[config.mk]
export PLATFORM = sky130hd
export DESIGN_NAME = counter_sequence_monitor
export DESIGN_NICKNAME = d
export VERILOG_FILES = /design/src/rtl/counter_monitor_pkg.sv /design/src/rtl/counter_sequence_monitor_seg7_decoder.sv /design/src/rtl/counter_sequence_monitor.sv
export SDC_FILE = /design/constraint.sdc
export NUM_CORES = 1
export LEC_CHECK = 0
export ABC_AREA = 0
export ABC_CLOCK_PERIOD_IN_PS = 2400
export CAP_MARGIN = 20
export CORE_MARGIN = 3
export CORE_UTILIZATION = 51
export CTS_CLUSTER_SIZE = 20
export DETAILED_ROUTE_END_ITERATION = 7
export PLACE_DENSITY = 0.79
export SYNTH_ARGS = -nofsm -noshare
export SYNTH_HDL_FRONTEND = slang
export SYNTH_SLANG_ARGS = --single-unit
[constraint.sdc]
create_clock -name Clock -period 2.4 [get_ports Clock]
set_input_delay 0.48 -clock Clock [delete_from_list [all_inputs] [get_ports Clock]]
set_output_delay 0.48 -clock Clock [all_outputs]
set_load 0.01 [all_outputs]
[src/rtl/counter_monitor_pkg.sv]
// Shared types, mode/terminal constants and Gray helpers for the counter sequence monitor.
package counter_monitor_pkg;

   typedef enum logic [1:0] {IDLE, ACQUIRE, TRACK, FAULT} state_t;

   localparam logic       MODE_BIN  = 1'b0;
   localparam logic       MODE_GRAY = 1'b1;
   localparam logic [2:0] TERM_BIN  = 3'b111;
   localparam logic [2:0] TERM_GRAY = 3'b100;

   function automatic logic [2:0] gray2bin(input logic [2:0] g);
      logic [2:0] b;
      b[2] = g[2];
      b[1] = b[2] ^ g[1];
      b[0] = b[1] ^ g[0];
      return b;
   endfunction

   function automatic logic [2:0] next_gray(input logic [2:0] g);
      logic [2:0] b;
      b = gray2bin(g) + 3'd1;
      return b ^ (b >> 1);
   endfunction

endpackage

[src/rtl/counter_sequence_monitor_seg7_decoder.sv]
// Registered binary-to-7-segment decode (bit 0 = a ... bit 6 = g, active high).
module seg7_decoder (
   input  logic       clk,
   input  logic       rst_n,
   input  logic [2:0] bin,
   output logic [6:0] seg
);

   logic [6:0] seg_d;

   always_comb begin
      seg_d = 7'h00;
      case (bin)
         3'd0:    seg_d = 7'h3F;
         3'd1:    seg_d = 7'h06;
         3'd2:    seg_d = 7'h5B;
         3'd3:    seg_d = 7'h4F;
         3'd4:    seg_d = 7'h66;
         3'd5:    seg_d = 7'h6D;
         3'd6:    seg_d = 7'h7D;
         default: seg_d = 7'h07;
      endcase
   end

   always_ff @(posedge clk or negedge rst_n) begin
      if (!rst_n) seg <= 7'h3F;
      else        seg <= seg_d;
   end

endmodule

[src/rtl/counter_sequence_monitor.sv]
// Checks an upstream binary/Gray counter for legal stepping and terminal-flag agreement.
// Optional 7-segment output is built only when SEVEN_SEG_EN is defined.
module counter_sequence_monitor
   import counter_monitor_pkg::*;
(
   input  logic       Clock,
   input  logic       nReset,
   input  logic       Control,
   input  logic [2:0] Counter,
   input  logic       Flag,
   output logic [2:0] Value,
   output logic [6:0] Segments,
   output logic       Error,
   output logic [7:0] ErrorCount,
   output logic [7:0] WrapCount,
   output logic       Locked
);

   state_t     state, next_state;
   logic [2:0] s_cnt, p_cnt;
   logic       s_ctl, p_ctl, s_flag, s_valid;
   logic       run_one, run_one_next;
   logic       err_ev, wrap_ev;
   logic [2:0] value_d, term_val;
   logic       legal_step, flag_bad, mode_chg, stall, is_wrap, viol;

   assign value_d = (Control == MODE_GRAY) ? gray2bin(Counter) : Counter;

   // Input sample stage; s_valid marks that a post-reset sample exists.
   always_ff @(posedge Clock or negedge nReset) begin
      if (!nReset) begin
         s_cnt   <= '0;
         s_ctl   <= 1'b0;
         s_flag  <= 1'b0;
         s_valid <= 1'b0;
         Value   <= '0;
      end else begin
         s_cnt   <= Counter;
         s_ctl   <= Control;
         s_flag  <= Flag;
         s_valid <= 1'b1;
         Value   <= value_d;
      end
   end

   assign term_val   = (s_ctl == MODE_GRAY) ? TERM_GRAY : TERM_BIN;
   assign legal_step = (s_ctl == MODE_GRAY) ? (s_cnt == next_gray(p_cnt))
                                            : (s_cnt == p_cnt + 3'd1);
   assign flag_bad   = s_flag != (s_cnt == term_val);
   assign mode_chg   = s_ctl != p_ctl;
   assign stall      = s_cnt == p_cnt;
   assign is_wrap    = (p_cnt == term_val) && (s_cnt == 3'b000);
   assign viol       = !legal_step || flag_bad;

   always_ff @(posedge Clock or negedge nReset) begin
      if (!nReset) state <= IDLE;
      else         state <= next_state;
   end

   // Priority: first sample, then mode change, then FAULT exit, then stall.
   always_comb begin
      next_state   = state;
      run_one_next = run_one;
      err_ev       = 1'b0;
      wrap_ev      = 1'b0;
      if (s_valid) begin
         if (state == IDLE) begin
            next_state   = ACQUIRE;
            run_one_next = 1'b0;
            err_ev       = flag_bad;
         end else if (mode_chg || state == FAULT) begin
            next_state   = ACQUIRE;
            run_one_next = 1'b0;
         end else if (!stall) begin
            case (state)
               ACQUIRE: begin
                  if (viol) begin
                     err_ev       = 1'b1;
                     run_one_next = 1'b0;
                  end else if (run_one) begin
                     next_state   = TRACK;
                     run_one_next = 1'b0;
                  end else begin
                     run_one_next = 1'b1;
                  end
               end
               TRACK: begin
                  if (viol) begin
                     err_ev     = 1'b1;
                     next_state = FAULT;
                  end else begin
                     wrap_ev = is_wrap;
                  end
               end
               default: ;
            endcase
         end
      end
   end

   always_comb begin
      Locked = (state == TRACK);
   end

   always_ff @(posedge Clock or negedge nReset) begin
      if (!nReset) begin
         p_cnt      <= '0;
         p_ctl      <= 1'b0;
         run_one    <= 1'b0;
         Error      <= 1'b0;
         ErrorCount <= '0;
         WrapCount  <= '0;
      end else begin
         if (s_valid) begin
            p_cnt <= s_cnt;
            p_ctl <= s_ctl;
         end
         run_one <= run_one_next;
         Error   <= err_ev;
         if (err_ev && ErrorCount != '1) ErrorCount <= ErrorCount + 8'd1;
         if (wrap_ev) WrapCount <= WrapCount + 8'd1;
      end
   end

`ifdef SEVEN_SEG_EN
   // Decoder registers value_d so Segments stays aligned with Value.
   seg7_decoder u_seg7 (
      .clk   (Clock),
      .rst_n (nReset),
      .bin   (value_d),
      .seg   (Segments)
   );
`else
   assign Segments = '0;
`endif

endmodule

==> results of run 1 <==
## final timing paths
kind | endpoint
setup / recovery | ErrorCount[5]
max in group asynchronous | Value[2]
hold reg to reg | WrapCount[7]
min in group asynchronous | WrapCount[7]
hold / removal | WrapCount[7]
setup reg to reg | ErrorCount[5]
## logic make-up after synthesis
logic type	Yosys count	synth area share [%]
buffers and inverters	17	6.19
DFF	32	44.0
adders and majority gates	7	4.81
AOI/OAI and AO/OA	11	4.54
other	2	0.413
muxes	12	7.22
xor gates and xnor gates	26	12.9
and+or+nand+nor	59	19.9
## layer usage
| layer | global-route usage [%] | up-vias | share of wire [%] |
|---|---|---|---|
| li1 | - | 630 | - |
| met1 | 25.2 | 660 | 43 |
| met2 | 30.5 | 30 | 51 |
| met3 | 4.44 | 7 | 3.7 |
| met4 | 8.81 | 0 | 1.8 |
| met5 | 0 | - | 0 |
## registers in the layout, summed over array words and instances (netlist names), 2 cells and up
signal      count
state           2
s_cnt           2
WrapCount       8
ErrorCount      8
Value           3
p_cnt           3
## through the flow
stage                     utilization (%)  total power (W)
after detailed placement             62.7          0.00123
after floorplan                         -          0.00102
final                                64.8          0.00155
after global routing                 64.8          0.00166
after global placement               62.7          0.00121
after CTS                            64.5          0.00156
## layout make-up
type	count	share of cell area [%]
Tap cell	46	2.62
Multi-Input combinational cell	123	42.8
Sequential cell	32	36.5
Timing Repair Buffer	35	15.0
Clock buffer	8	2.68
Inverter	2	0.342
## Yosys cell counts, types with 2 or more instances
library cell	number	share of area [%]
buf_2	2	0.55
nand3_1	9	2.5
nand4_1	6	2.1
clkbuf_1	2	0.41
nor4_1	2	0.69
and3_1	5	1.7
inv_1	2	0.41
mux2_2	6	3.7
nor4b_1	2	0.96
xor2_1	7	3.4
mux2i_1	3	1.6
buf_4	8	3.3
nand2b_1	2	0.69
xnor2_1	18	8.7
ha_1	7	4.8
buf_6	2	1.2
nand4b_1	2	0.96
nor2b_1	2	0.69
nor2_1	4	0.82
o21ai_0	2	0.55
or4_1	2	0.82
conb_1	2	0.41
nand2_1	12	2.5
nor3_1	4	1.1
mux2_1	3	1.9
dfrtp_1	32	44
## where the power goes
| part | total, W | switching, W | internal [W] |
|---|---|---|---|
| Clock | 0.000322 | 0.000177 | 0.000144 |
| Combinational | 0.000518 | 0.000253 | 0.000264 |
| Sequential | 0.000710 | 0.0000953 | 0.000615 |
| Total | 0.00155 | 0.000526 | 0.00102 |
## critical path: cells and delay by family (launching register included)
kind            cells  cell delay [ns]
compound gates      1             0.18
xor+xnor            2             0.34
buf+inv             1             0.18
fa+ha+maj           1             0.29
simple gates        3             0.78
flops               1             0.40
## what timing repair did
action                     4_1_cts  5_1_grt
gates resized for setup          0        3
buffers inserted                 0        0
setup endpoints to repair        0        3
==> impl_metrics.json, run 1 <==
{
  "critPathLaunch": "p_cnt[0]",
  "vdd_drop_max_mv": 0.455,
  "grt_pass1_vias": 1350,
  "layout_common_cells": "dfrtp_1, clkdlybuf4s50_1, xnor2_1",
  "place_ws_ns": 0.146,
  "dp_hpwl_um": 2520,
  "grt_max_degree": 33,
  "start_util_pct": 53.7,
  "numCtsBuffers": 5,
  "end_kind": "register",
  "design.core.area_um2": 3390,
  "cpPeakStageDelay_ns": 0.55,
  "post-route-min-period_ns": 2.30,
  "die_w_um": 65.7,
  "async_flop_share_pct": 100,
  "rsz0062_at_grt": "no",
  "worstSetupPathType": "reg -> reg",
  "worstMarginPinSlew_ns": 0.580,
  "layout_commonest_cell": "dfrtp_1",
  "hold_violations": 0,
  "drt_iter0_drc": 51,
  "io_pins": 35,
  "cts_tree": "built",
  "ys_ff_latch": 32,
  "max_slew_margin_pct": 61.0,
  "stdcell_area_um2": 2200,
  "cp.required_ns": 2.61,
  "worst_setup_path_start_kind": "register",
  "vias_per_cell": 5.39,
  "grt_remaining_overflow": 0,
  "drt-total-wl_um": 3460,
  "nFillCells": 259,
  "r2r_cells": 8,
  "seq_area_um2": 802,
  "arrival_ns": 2.51,
  "cts_max_level": 2,
  "clock_skew_ns": 0.00924,
  "cts_root_buf": "clkbuf_4",
  "postPlaceCellArea_um2": 2130,
  "leakage_nw": 0.923,
  "slew_violations": 0,
  "place_congestion": 0.772,
  "grt_antenna_before_repair": 0,
  "synth-edff-count": 0,
  "clk_path_buf_depth": 2,
  "yosysUniqueCellTypes": 44,
  "area_growth_pct": 20.7,
  "diodes": 0,
  "setup_violations": 0,
  "seq_area_frac_synth_pct": 44.0,
  "drt_first_pass_iters": 4,
  "powerDensity_nw_per_um2": 705,
  "cts.sinks": 32,
  "fin_setup_tns_ns": 0,
  "avgRoutedWirePerCell_um": 14.1,
  "vias": 1327,
  "fin_nets": 213,
  "rows": 21,
  "fin_hold_ws_ns": 0.474,
  "grt_pass1_wl_um": 6380,
  "holdPathStages": 1,
  "path_common_cell": "xnor2_1",
  "ys_warn_count": 0,
  "holdCritStartpoint": "WrapCount[7]",
  "synth_cells": 166,
  "io_buffers": 27,
  "path_clk_slew_ns": 0.10,
  "worstPathMaxFanout": 11,
  "dieHeight_um": 65.7,
  "fmax_mhz": 434,
  "instances_no_fill": 246,
  "drc": 0,
  "r2r_setup_slack_ns": 0.1,
  "hold_path_class": "reg -> reg",
  "drive_above_1_share_pct": 16.0,
  "clock_latency_ns": 0.33,
  "dpl.cell_count": 238,
  "syn_avg_cell_area_um2": 11.0,
  "maxCapViolCount": 0,
  "setup_ws_ns": 0.0974,
  "cpMaxStageDelayCell": "or4_1",
  "multi_input_area_um2": 941,
  "min_period_over_period_pct": 95.9,
  "die_area_um2": 4320,
  "crit_chain": "ha_1 > and2b_2 > a31oi_1 > xnor2_1 > nor4_4 > buf_4 > or4_1 > xnor2_1",
  "track_usage_pct": 19.4,
  "status": "finished, final reports clean",
  "hold_buffers": 0,
  "netlist_area_um2": 1820,
  "rr_startpoint": "p_cnt[0]",
  "drtAntennaViolNets": 0,
  "synth-main-ff-cell": "dfrtp_1"
}
Note: power is estimated with default switching activity, not from simulation.
==> run 2, diff against run 1 <==
REMOVE_ABC_BUFFERS = 1   (was default)
==> run 2 against run 1 <==
Against the previous run: critical path depth stayed put; clock skew rose by 0.0049 ns; cell count fell by 0.41%; design area decreased by 0.91%; setup slack got worse by 0.033 ns; utilization shrank 0.59 points; combinational power is essentially flat; die area unchanged; first-iteration DRC count rose by 130%; fmax down 1.4%; register-to-register slack lost 0.03 ns; critical path type unchanged; largest cell class unchanged.
==> impl_metrics.json, run 2 (same netlist as run 1, synthesis figures left out) <==
{
  "cts_max_level": 2,
  "post-route-min-period_ns": 2.34,
  "leakage_nw": 0.919,
  "crit_chain": "ha_1 > and2b_2 > a31oi_1 > xnor2_1 > nor4_4 > buf_4 > or4_1 > xnor2_1",
  "clk_path_buf_depth": 2,
  "track_usage_pct": 19.2,
  "powerDensity_nw_per_um2": 696,
  "fmax_mhz": 428,
  "holdPathStages": 1,
  "grt_pass1_vias": 1344,
  "stdcell_area_um2": 2180,
  "cts.sinks": 32,
  "layout_commonest_cell": "dfrtp_1",
  "seq_area_um2": 801,
  "rr_startpoint": "p_cnt[0]",
  "nFillCells": 270,
  "cts_tree": "built",
  "grt_remaining_overflow": 0,
  "io_pins": 35,
  "cts_root_buf": "clkbuf_4",
  "min_period_over_period_pct": 97.3,
  "grt_max_degree": 33,
  "grt_antenna_before_repair": 0,
  "r2r_cells": 8,
  "grt_pass1_wl_um": 6260,
  "diodes": 0,
  "instances_no_fill": 245,
  "vias": 1283,
  "avgRoutedWirePerCell_um": 14.8,
  "design.core.area_um2": 3390,
  "worstSetupPathType": "reg -> reg",
  "slew_violations": 0,
  "path_clk_slew_ns": 0.10,
  "path_common_cell": "xnor2_1",
  "fin_nets": 213,
  "setup_violations": 0,
  "drt_first_pass_iters": 4,
  "die_area_um2": 4320,
  "dp_hpwl_um": 2650,
  "final_util_pct": 64.2,
  "drc": 0,
  "area_growth_pct": 19.6,
  "fin_hold_ws_ns": 0.485,
  "numCtsBuffers": 5,
  "clock_latency_ns": 0.34,
  "end_kind": "register",
  "worstMarginPinSlew_ns": 0.626,
  "die_w_um": 65.7,
  "reg.largest.list": "ErrorCount: 8 flops, WrapCount: 8 flops",
  "p_total_w": 0.00151,
  "hold_violations": 0,
  "dpl.cell_count": 238,
  "rsz0062_at_grt": "yes",
  "worstPathMaxFanout": 12,
  "drtAntennaViolNets": 0,
  "postPlaceCellArea_um2": 2130,
  "rows": 21,
  "cp.required_ns": 2.62,
  "layout_common_cells": "dfrtp_1, clkdlybuf4s50_1, xnor2_1",
  "dieHeight_um": 65.7,
  "cpMaxStageDelayCell": "or4_1",
  "max_slew_margin_pct": 58.0,
  "status": "finished, final reports clean",
  "holdCritStartpoint": "run_one",
  "io_buffers": 27,
  "hold_path_class": "reg -> reg",
  "r2r-end": "ErrorCount[5]",
  "cts_setup_buffers": 0,
  "cpPeakStageDelay_ns": 0.57,
  "vias_per_cell": 5.24,
  "multi_input_area_um2": 935,
  "drt_iter0_drc": 118,
  "worst_setup_path_start_kind": "register",
  "drive_above_1_share_pct": 15.1,
  "place_congestion": 0.869,
  "whs_endpoint": "run_one",
  "arrival_ns": 2.55,
  "vdd_drop_max_mv": 0.494,
  "start_util_pct": 53.7,
  "drt-total-wl_um": 3640,
  "clock_skew_ns": 0.0141,
  "r2r_setup_slack_ns": 0.06,
  "maxCapViolCount": 0
}
[run 2: layout make-up]
class,instances,share of cell area [%]
Multi-Input combinational cell,123,42.9
Sequential cell,32,36.8
Timing Repair Buffer,35,15.2
Tap cell,46,2.64
Clock buffer,6,1.90
Inverter,2,0.345
Clock inverter,1,0.230
[run 2: power breakdown]
part / leakage [nW] / total [W] / switching, W / internal (W)
sequential: 0.405 / 0.000714 / 0.0000999 / 0.000614
clock: 0.0281 / 0.000284 / 0.000177 / 0.000108
combinational: 0.486 / 0.000516 / 0.000252 / 0.000264
total: 0.919 / 0.00151 / 0.000529 / 0.000986
[run 2: worst max path at each step]
| stage | startpoint | endpoint | slack (ns) | cells after the start |
|---|---|---|---|---|
| 2_1_floorplan | p_cnt[0] | ErrorCount[1] | 0.03 | 7 |
| 3_3_place_gp | p_cnt[0] | ErrorCount[5] | 0.14 | 8 |
| 3_5_place_dp | p_cnt[0] | ErrorCount[1] | 0.08 | 8 |
| 4_1_cts | p_cnt[0] | ErrorCount[5] | 0.06 | 8 |
| 5_1_grt | p_cnt[0] | ErrorCount[6] | -0.02 | 8 |
| 6_report | p_cnt[0] | ErrorCount[5] | 0.06 | 8 |
[run 2: stage by stage]
stage | setup TNS, ns | setup slack (ns)
after CTS | 0 | 0.0578
after floorplan | 0 | 0.0309
after global routing | -0.0295 | -0.0154
after global placement | 0 | 0.138
after detailed placement | 0 | 0.0798
final | 0 | 0.0641
[run 2: metal layers]
metal | vias up | GRT usage, % | part of all wire, %
met5 | - | 0 | 0
met4 | 0 | 9.33 | 2.0
met3 | 7 | 4.79 | 4.7
met2 | 40 | 32.0 | 52
met1 | 613 | 23.0 | 41
li1 | 623 | - | -
[run 2: repair_timing]
| item | 4_1_cts | 5_1_grt |
|---|---|---|
| hold buffers | 0 | 0 |
| setup endpoints to repair | 0 | 3 |
| gates resized for setup | 0 | 1 |
[run 2: worst max-delay path, delay by kind of cell, from the launching register on]
| family | cells | cell delay (ns) |
|---|---|---|
| AOI/OAI and AO/OA | 1 | 0.17 |
| xor gates and xnor gates | 2 | 0.36 |
| adders and majority gates | 1 | 0.30 |
| buffers and inverters | 1 | 0.19 |
| DFF | 1 | 0.40 |
| and+or+nand+nor | 3 | 0.81 |
==> run 3, diff against run 2 <==
CAP_MARGIN = default   (was 20)
CORE_ASPECT_RATIO = 1.2   (was default)
==> run 3 against run 2 <==
Against the previous run: via count is 1.6% higher; non-clock buffer count is 1 higher; clock-buffer cell count is 2 higher; first-iteration DRC count is 65% lower; sequential power hardly changed; utilization is 1.3 points higher; sequential share of layout area is 0.75 points lower; clock skew is 0.0095 ns lower; critical endpoint unchanged; largest power group unchanged.
==> impl_metrics.json, run 3 (same netlist as run 1, synthesis figures left out) <==
{
  "drt_first_pass_iters": 4,
  "fin_nets": 214,
  "design.core.area_um2": 3400,
  "grt_max_degree": 33,
  "cts_max_level": 2,
  "clock_latency_ns": 0.28,
  "fmax_mhz": 436,
  "vdd_drop_max_mv": 0.638,
  "hold_violations": 0,
  "grt_pass1_vias": 1417,
  "min_period_over_period_pct": 95.6,
  "critPathLaunch": "p_cnt[0]",
  "p_total_w": 0.00165,
  "r2r_cells": 8,
  "grt_pass1_wl_um": 6290,
  "vias": 1304,
  "rr_startpoint": "p_cnt[0]",
  "cpPeakStageDelay_ns": 0.56,
  "holdPathStages": 1,
  "diodes": 0,
  "die_area_um2": 4330,
  "worstMarginPinSlew_ns": 0.605,
  "rsz0062_at_grt": "no",
  "powerDensity_nw_per_um2": 741,
  "critical-path-top-delay-family": "simple AND/OR/NAND/NOR gates",
  "path_clk_slew_ns": 0.06,
  "cts.sinks": 32,
  "clk_path_buf_depth": 2,
  "numCtsBuffers": 5,
  "leakage_nw": 0.940,
  "critPathBufInv": 1,
  "max_slew_margin_pct": 59.4,
  "end_kind": "register",
  "crit_chain": "ha_1 > and2b_2 > a31oi_2 > xnor2_1 > nor4_4 > buf_4 > or4_1 > xnor2_1",
  "dieHeight_um": 71.5,
  "area_growth_pct": 22.3,
  "post-route-min-period_ns": 2.30,
  "worst_setup_path_start_kind": "register",
  "avgRoutedWirePerCell_um": 14.7,
  "vias_per_cell": 5.48,
  "multi_input_area_um2": 942,
  "place_congestion": 0.767,
  "seq_area_um2": 802,
  "drtAntennaViolNets": 0,
  "drive_above_1_share_pct": 16.4,
  "status": "finished, final reports clean",
  "fin_setup_tns_ns": 0,
  "worstSetupPathType": "reg -> reg",
  "cp_num_cells": 8,
  "cts_setup_buffers": 0,
  "setup_violations": 0,
  "holdCritStartpoint": "WrapCount[7]",
  "cpMaxStageDelayCell": "or4_1",
  "cp.required_ns": 2.56,
  "clock_skew_ns": 0.00461,
  "r2r_setup_slack_ns": 0.10,
  "track_usage_pct": 19.2,
  "die_w_um": 60.5,
  "nFillCells": 265,
  "worstPathMaxFanout": 11,
  "start_util_pct": 53.6,
  "hold_path_class": "reg -> reg",
  "drt_iter0_drc": 41,
  "reg.largest.list": "ErrorCount: 8 flops, WrapCount: 8 flops",
  "grt_remaining_overflow": 0,
  "io_pins": 35,
  "final_util_pct": 65.5,
  "cts_tree": "built",
  "cts_root_buf": "clkbuf_8",
  "layout_commonest_cell": "dfrtp_1",
  "dp_hpwl_um": 2600,
  "io_buffers": 27,
  "drt-total-wl_um": 3500,
  "layout_common_cells": "dfrtp_1, clkdlybuf4s50_1, xnor2_1",
  "stdcell_area_um2": 2230,
  "maxCapViolCount": 0,
  "drc": 0,
  "slew_violations": 0,
  "postPlaceCellArea_um2": 2120,
  "arrival_ns": 2.46,
  "rows": 23,
  "path_common_cell": "xnor2_1",
  "grt_antenna_before_repair": 0
}
run 3: cell types whose count changed in the layout (fill, tap and decap cells not counted), sizes merged:
cell,delta
clkinv,-1
clkbuf,+2
buf,+1
run 3: per-layer routing:
| metal | wire [um] | track usage [%] | vias to the layer above |
|---|---|---|---|
| met5 | 0 | 0 | - |
| met4 | 74 | 7.47 | 0 |
| met3 | 115 | 5.95 | 7 |
| met2 | 1890 | 31.4 | 22 |
| met1 | 1420 | 23.3 | 648 |
| li1 | - | - | 627 |
run 3: cell type report:
cell class              instances  area share [%]
multi-input cells             123            42.3
repair buffers                 36            15.2
clock buffers                   8            4.05
well taps                      37            2.08
inverters                       2           0.337
flip-flops and latches         32            36.0
run 3: path summary, 6_finish.rpt:
kind                                  to
min in group asynchronous       state[0]
setup reg to reg           ErrorCount[5]
hold reg to reg             WrapCount[7]
max in group asynchronous          s_ctl
setup / recovery           ErrorCount[5]
hold / removal              WrapCount[7]
run 3: per-stage QoR:
| stage | worst slack [ns] | hold WS [ns] | std cells |
|---|---|---|---|
| final | 0.105 | 0.481 | 238 |
| after global routing | 0.00796 | 0.499 | 238 |
| after CTS | 0.0698 | 0.482 | 238 |
| after detailed placement | 0.0875 | 0.470 | 230 |
| after global placement | 0.150 | 0.459 | 230 |
| after floorplan | 0.0309 | 0.184 | 157 |
run 3: worst reg2reg max path, delay by kind of cell (launching register included):
| kind | cells | cell delay, ns |
|---|---|---|
| flops | 1 | 0.38 |
| compound gates | 1 | 0.16 |
| simple gates | 3 | 0.82 |
| xor+xnor | 2 | 0.35 |
| fa+ha+maj | 1 | 0.29 |
| buf+inv | 1 | 0.18 |
run 3: repair_timing:
item                       CTS  global route
setup endpoints to repair    0             2
hold buffers                 0             0
resized for setup            0             3
run 3: power by group:
group | switching [W] | total [W] | internal (W)
logic | 0.000253 | 0.000518 | 0.000265
clock network | 0.000187 | 0.000420 | 0.000234
registers | 0.0000958 | 0.000712 | 0.000616
total | 0.000536 | 0.00165 | 0.00111
